[src/rtl/display_pkg.sv]
// display_pkg: 720p timing defaults, coordinate width and colour-source mode encoding
// shared by the display timing controller and its axis counters.
package display_pkg;

    localparam int COORD_W = 16;

    localparam int   H_RES  = 1280;
    localparam int   V_RES  = 720;
    localparam int   H_FP   = 110;
    localparam int   H_SYNC = 40;
    localparam int   H_BP   = 220;
    localparam int   V_FP   = 5;
    localparam int   V_SYNC = 5;
    localparam int   V_BP   = 20;
    localparam logic H_POL  = 1'b1;
    localparam logic V_POL  = 1'b1;

    localparam int H_STA = -(H_FP + H_SYNC + H_BP);
    localparam int V_STA = -(V_FP + V_SYNC + V_BP);

    typedef enum logic [1:0] {
        MODE_TEST_CARD = 2'd0,
        MODE_MANDEL    = 2'd1,
        MODE_BLANK     = 2'd2,
        MODE_RSVD      = 2'd3
    } mode_e;

    // True when a signed coordinate lies inside the inclusive range [lo, hi]
    function automatic logic in_window(input logic signed [COORD_W-1:0] v,
                                       input int lo, input int hi);
        return (int'(v) >= lo) && (int'(v) <= hi);
    endfunction

endpackage

[src/rtl/display_axis_counter.sv]
// display_axis_counter: signed coordinate counter running STA..END and folding back
// to STA. Exposes the registered value, the value it will take next, and a wrap flag.
module display_axis_counter
    import display_pkg::*;
#(
    parameter int STA = H_STA,
    parameter int END = H_RES - 1
) (
    input  logic                      i_clk,
    input  logic                      i_rst,
    input  logic                      i_inc,
    output logic signed [COORD_W-1:0] o_value,
    output logic signed [COORD_W-1:0] o_next,
    output logic                      o_wrap
);

    localparam logic signed [COORD_W-1:0] STA_C = COORD_W'(STA);
    localparam logic signed [COORD_W-1:0] END_C = COORD_W'(END);

    logic signed [COORD_W-1:0] value_q;
    logic signed [COORD_W-1:0] value_d;
    logic                      at_end;

    // Step by one when enabled, returning to the start value after the last one
    always_comb begin
        at_end  = (value_q == END_C);
        value_d = value_q;
        if (i_inc) begin
            value_d = at_end ? STA_C : value_q + COORD_W'(1);
        end
    end

    // Coordinate register, parked at the start value during reset
    always_ff @(posedge i_clk) begin
        if (i_rst) begin
            value_q <= STA_C;
        end else begin
            value_q <= value_d;
        end
    end

    assign o_value = value_q;
    assign o_next  = value_d;
    assign o_wrap  = i_inc & at_end;

endmodule

[src/rtl/display_timing_ctrl.sv]
// display_timing_ctrl: pixel-clock timing generator (coordinates, syncs, data enable,
// line/frame strobes) plus a frame-synchronous colour-source mode scheduler.
// Optional macro DISPLAY_TIMING_FRAME_CNT_EN adds the o_frame_cnt frame counter port.
module display_timing_ctrl
    import display_pkg::*;
#(
    parameter int   H_RES  = display_pkg::H_RES,
    parameter int   V_RES  = display_pkg::V_RES,
    parameter int   H_FP   = display_pkg::H_FP,
    parameter int   H_SYNC = display_pkg::H_SYNC,
    parameter int   H_BP   = display_pkg::H_BP,
    parameter int   V_FP   = display_pkg::V_FP,
    parameter int   V_SYNC = display_pkg::V_SYNC,
    parameter int   V_BP   = display_pkg::V_BP,
    parameter logic H_POL  = display_pkg::H_POL,
    parameter logic V_POL  = display_pkg::V_POL
) (
    input  logic                                   i_clk,
    input  logic                                   i_rst,
    input  logic [1:0]                             i_mode_req,
    input  logic                                   i_mode_valid,
    output logic [1:0]                             o_mode,
    output logic                                   o_mode_busy,
    output logic                                   o_mode_ack,
    output logic                                   o_mode_err,
    output logic signed [display_pkg::COORD_W-1:0] o_sx,
    output logic signed [display_pkg::COORD_W-1:0] o_sy,
    output logic                                   o_hsync,
    output logic                                   o_vsync,
    output logic                                   o_de,
    output logic                                   o_frame,
    output logic                                   o_line
`ifdef DISPLAY_TIMING_FRAME_CNT_EN
    ,
    output logic [15:0]                            o_frame_cnt
`endif
);

    localparam int H_START = -(H_FP + H_SYNC + H_BP);
    localparam int V_START = -(V_FP + V_SYNC + V_BP);
    localparam int HS_ON   = H_START + H_FP;
    localparam int HS_OFF  = HS_ON + H_SYNC - 1;
    localparam int VS_ON   = V_START + V_FP;
    localparam int VS_OFF  = VS_ON + V_SYNC - 1;

    logic signed [COORD_W-1:0] sx;
    logic signed [COORD_W-1:0] sy;
    logic signed [COORD_W-1:0] sx_next;
    logic signed [COORD_W-1:0] sy_next;
    logic                      h_wrap;
    logic                      v_wrap;

    logic  hsync_q, hsync_d;
    logic  vsync_q, vsync_d;
    logic  de_q, de_d;
    logic  line_q, line_d;
    logic  frame_q, frame_d;
    mode_e mode_q, mode_d;
    mode_e pending_q, pending_d;
    logic  busy_q, busy_d;
    logic  ack_q, ack_d;
    logic  err_q, err_d;

    display_axis_counter #(
        .STA (H_START),
        .END (H_RES - 1)
    ) u_h_counter (
        .i_clk   (i_clk),
        .i_rst   (i_rst),
        .i_inc   (1'b1),
        .o_value (sx),
        .o_next  (sx_next),
        .o_wrap  (h_wrap)
    );

    display_axis_counter #(
        .STA (V_START),
        .END (V_RES - 1)
    ) u_v_counter (
        .i_clk   (i_clk),
        .i_rst   (i_rst),
        .i_inc   (h_wrap),
        .o_value (sy),
        .o_next  (sy_next),
        .o_wrap  (v_wrap)
    );

    // Decode the upcoming coordinates so registered strobes line up with o_sx/o_sy
    always_comb begin
        hsync_d = in_window(sx_next, HS_ON, HS_OFF) ? H_POL : ~H_POL;
        vsync_d = in_window(sy_next, VS_ON, VS_OFF) ? V_POL : ~V_POL;
        de_d    = ~sx_next[COORD_W-1] & ~sy_next[COORD_W-1];
        line_d  = h_wrap;
        frame_d = v_wrap;
    end

    // Mode scheduler: hold the latest legal request, swap it in only on a frame strobe
    always_comb begin
        mode_d    = mode_q;
        pending_d = pending_q;
        busy_d    = busy_q;
        ack_d     = 1'b0;
        err_d     = 1'b0;
        if (frame_d && busy_q) begin
            mode_d = pending_q;
            ack_d  = 1'b1;
            busy_d = 1'b0;
        end
        if (i_mode_valid) begin
            if (mode_e'(i_mode_req) == MODE_RSVD) begin
                err_d = 1'b1;
            end else begin
                pending_d = mode_e'(i_mode_req);
                busy_d    = 1'b1;
            end
        end
    end

    // Output and scheduler registers; reset discards any pending request
    always_ff @(posedge i_clk) begin
        if (i_rst) begin
            hsync_q   <= ~H_POL;
            vsync_q   <= ~V_POL;
            de_q      <= 1'b0;
            line_q    <= 1'b0;
            frame_q   <= 1'b0;
            mode_q    <= MODE_TEST_CARD;
            pending_q <= MODE_TEST_CARD;
            busy_q    <= 1'b0;
            ack_q     <= 1'b0;
            err_q     <= 1'b0;
        end else begin
            hsync_q   <= hsync_d;
            vsync_q   <= vsync_d;
            de_q      <= de_d;
            line_q    <= line_d;
            frame_q   <= frame_d;
            mode_q    <= mode_d;
            pending_q <= pending_d;
            busy_q    <= busy_d;
            ack_q     <= ack_d;
            err_q     <= err_d;
        end
    end

`ifdef DISPLAY_TIMING_FRAME_CNT_EN
    logic [15:0] frame_cnt_q, frame_cnt_d;

    // Frame counter advances together with the frame strobe, wrapping naturally
    always_comb begin
        frame_cnt_d = frame_cnt_q;
        if (frame_d) begin
            frame_cnt_d = frame_cnt_q + 16'd1;
        end
    end

    // Frame counter register
    always_ff @(posedge i_clk) begin
        if (i_rst) begin
            frame_cnt_q <= 16'd0;
        end else begin
            frame_cnt_q <= frame_cnt_d;
        end
    end

    assign o_frame_cnt = frame_cnt_q;
`endif

    assign o_sx        = sx;
    assign o_sy        = sy;
    assign o_hsync     = hsync_q;
    assign o_vsync     = vsync_q;
    assign o_de        = de_q;
    assign o_line      = line_q;
    assign o_frame     = frame_q;
    assign o_mode      = mode_q;
    assign o_mode_busy = busy_q;
    assign o_mode_ack  = ack_q;
    assign o_mode_err  = err_q;

endmodule

[config.mk]
export PLATFORM = sky130hd
export DESIGN_NAME = display_timing_ctrl
export DESIGN_NICKNAME = d
export VERILOG_FILES = /design/src/rtl/display_pkg.sv /design/src/rtl/display_axis_counter.sv /design/src/rtl/display_timing_ctrl.sv
export SDC_FILE = /design/constraint.sdc
export NUM_CORES = 1
export LEC_CHECK = 0
export BUFFER_PORTS_ARGS = -buffer_cell sky130_fd_sc_hd__buf_2
export CORE_UTILIZATION = 25
export CTS_BUF_LIST = sky130_fd_sc_hd__clkbuf_4 sky130_fd_sc_hd__clkbuf_8
export CTS_CLUSTER_DIAMETER = 150
export DETAILED_ROUTE_END_ITERATION = 8
export HOLD_SLACK_MARGIN = 0.02
export PLACE_DENSITY = 0.48
export SYNTH_ARGS = -nofsm -noshare
export SYNTH_HDL_FRONTEND = slang
export SYNTH_SLANG_ARGS = --single-unit
export TNS_END_PERCENT = 100
[constraint.sdc]
create_clock -name i_clk -period 3.45 [get_ports i_clk]
set_clock_uncertainty 0.1 [all_clocks]
set_input_delay 0.1725 -clock i_clk [delete_from_list [all_inputs] [get_ports i_clk]]
set_output_delay 0.1725 -clock i_clk [all_outputs]
set_load 0.02 [all_outputs]
==> results.toml <==
[global_routing]
grt_overflow_total = 0
grt_pass1_vias = 1757
antenna_found_initial = 0
grt_max_degree = 28
grt_pass1_wl_um = 8720
grt_usage = 0.124

[detailed_routing]
drtIter0Drc = 108
drc = 0
vias = 1871
antenna_left = 0
drt-total-wl_um = 5200
vias_per_cell = 4.64
drt_first_pass_iters = 4
wire_per_inst_um = 12.9

[yosys]
muxShareOfSynthArea = 0.00521
yosysTopAreaCellShare = 0.407
synthFlopType = "dfxtp_1"
avgSynthCellArea_um2 = 8.62
synth_top_family_by_area = "simple AND/OR/NAND/NOR gates"
async_flop_share = 0
synthSimpleGateAreaFrac = 0.375
yosys.area.top_type = "dfxtp_1"
synth_compound_area_frac = 0.0775
yosys.area_share.adder = 0.0116
synthXorXnorAreaFrac = 0.0931
synth_warnings = 0
syn_area_um2 = 2160
synth-edff-count = 0
synth_nets = 258
synth_cell_type_count = 45
netlist_instances = 251
yosysMostFrequentCell = "dfxtp_1"
yosys-top-cells-area = "dfxtp_1 41%, nand2_1 6.2%, xor2_1 4.9%"
yosysSeqAreaShare = 0.407
synth-seq-cells = 44
synth_commonest_cells = "44 x dfxtp_1, 36 x nand2_1, 27 x nor2_1, 20 x nand3_1, 12 x xor2_1"

[timing]
hold_viol = 0
rsz0062_at_grt = "no"
worst_pin_slew_ns = 0.635
max-slew-margin-rel = 0.575
min_period_over_period = 0.837
finalSetupViolCount = 0
drv_slew = 0
fin_setup_tns_ns = 0
fin_crit_ns = 2.89
finalWorstSetupSlack_ns = 0.562
clock.fmax_mhz = 346

[floorplanning]
io_pins = 47
dieWidth_um = 95.0
dieArea_um2 = 9030
initial_utilization = 0.261
core_area_um2 = 8300
fp-row-count = 33
fp.dieH_um = 95.0

[job]
maxCapViolCount = 0

[critical_path]
cp.required_ns = 3.55
crit_fanout = 19
critPathCaptureType = "flop"
critPathArrivalTime_ns = 2.99
path_class = "flop to flop"
reg2reg_from = "u_h_counter.o_value[0]"
worstSetupStartpoint = "u_h_counter.o_value[0]"
cp-start-kind = "flop"
ff2ff_path_depth = 7

[power_and_ir_drop]
p_leak_nw = 1.02
p_per_area_nw_per_um2 = 361
irDropWorstVdd_mv = 0.179

[worst_hold_path]
holdCritStartpoint = "i_mode_req[0]"
hold-path-cell-count = 3
min_path_type = "input port to flop"

[clock_network]
cts_tree = "yes"
post_cts_resized = 0
postCtsHoldBufs = 0
cts-root-buf = "clkbuf_8"
path_clk_slew_ns = 0.08
cts_setup_buffers = 0
h-tree-depth = 2
cts_buffers = 5
worstSkewPairLatency_ns = 0.29
clock-sinks = 44
cts_buffer_depth = 2

[place]
dp_cells = 395
placedInstanceArea_um2 = 2490
gp_congestion = 0.767
dp_hpwl_um = 3920
io_buffers = 46
place_ws_ns = 0.576

[finish]
fin_nets = 304
design_area_um2 = 2580
fin_cells = 403
fillers = 908
num_antenna_cells = 0
synthToLayoutAreaGrowth_pct = 19.3
drive_gt1_frac = 0.221

[status]
status = "finished, final reports clean"
-- critical path, cell delays in order (launching register included) --
cell and delay, ns:
dfxtp_1 0.45, ha_1 0.30, and4_1 0.33, and4_2 0.51, nand3_1 0.15, xor2_1 0.18
o41a_1 0.46, a2111oi_4 0.31
-- placed cells by master (no fill, tap or decap), types with 2 or more instances in the layout --
cell        n
nor4_1      5
nand2b_1    8
or2_2       2
nor4b_1     2
o22ai_1     3
and2_1      2
nor2_1     27
nor3_1      8
buf_2      46
clkinv_2    2
or3_1       3
nor3b_1     3
and3_1      7
a21oi_1     8
clkbuf_8    6
o21ai_0     2
nand2_1    36
dfxtp_1    44
and4_1      2
xor2_1     12
nand3_1    20
inv_1       6
ha_1        2
nand3b_1    2
nor4b_4     2
nor2b_1     2
xnor2_1    11
nand4_1     7
a2111oi_0   2
-- final cells by class --
class	instances	area, µm²	area share
Multi-Input combinational cell	193	1220	0.471
Sequential cell	44	881	0.341
Clock inverter	2	10.0	0.00388
Tap cell	105	131	0.0509
Clock buffer	6	82.6	0.0320
Inverter	6	22.5	0.00873
Timing Repair Buffer	47	238	0.0921
-- path summary, 6_finish.rpt --
| check | to | slack (ns) |
|---|---|---|
| worst min-delay path | o_mode_err | 0.05 |
| worst max register to register | o_vsync | 0.56 |
| worst min register to register | o_mode[0] | 0.37 |
| worst max-delay path | o_vsync | 0.56 |
-- metrics by stage --
stage / hold slack [ns] / util / power, W
after floorplan: 0.220 / - / 0.000594
after global placement: 0.342 / 0.300 / 0.000616
after detailed placement: 0.347 / 0.300 / 0.000615
after CTS: 0.0384 / 0.311 / 0.000951
after global routing: 0.0443 / 0.311 / 0.000982
final: 0.0457 / 0.311 / 0.000932
-- state kept, by name, indices dropped and copies added (netlist names) --
name	cells
o_mode_err	1
o_vsync	1
pending_q	2
u_h_counter.o_value	16
o_mode	2
o_mode_ack	1
o_frame	1
o_mode_busy	1
u_v_counter.o_value	16
o_hsync	1
o_de	1
o_line	1
-- power breakdown --
group	internal (W)	leakage, nW	switching (W)
Sequential	0.000517	0.357	0.0000165
Combinational	0.0000262	0.610	0.0000422
Clock	0.000160	0.0510	0.000170
Total	0.000703	1.02	0.000228
-- per-layer routing --
metal	GRT usage	part of all wire
met3	0.0287	0.046
met4	0.0341	0
met2	0.185	0.43
met1	0.176	0.53
met5	0	0
-- logic make-up after synthesis --
family	count (synthesis)
AND/OR/NAND/NOR	145
multiplexers	1
XOR/XNOR	23
buffers and inverters	14
AO/OA/AOI/OAI	22
flip-flops	44
adder cells (fa/ha/maj)	2
(Power assumes the default switching activity.)
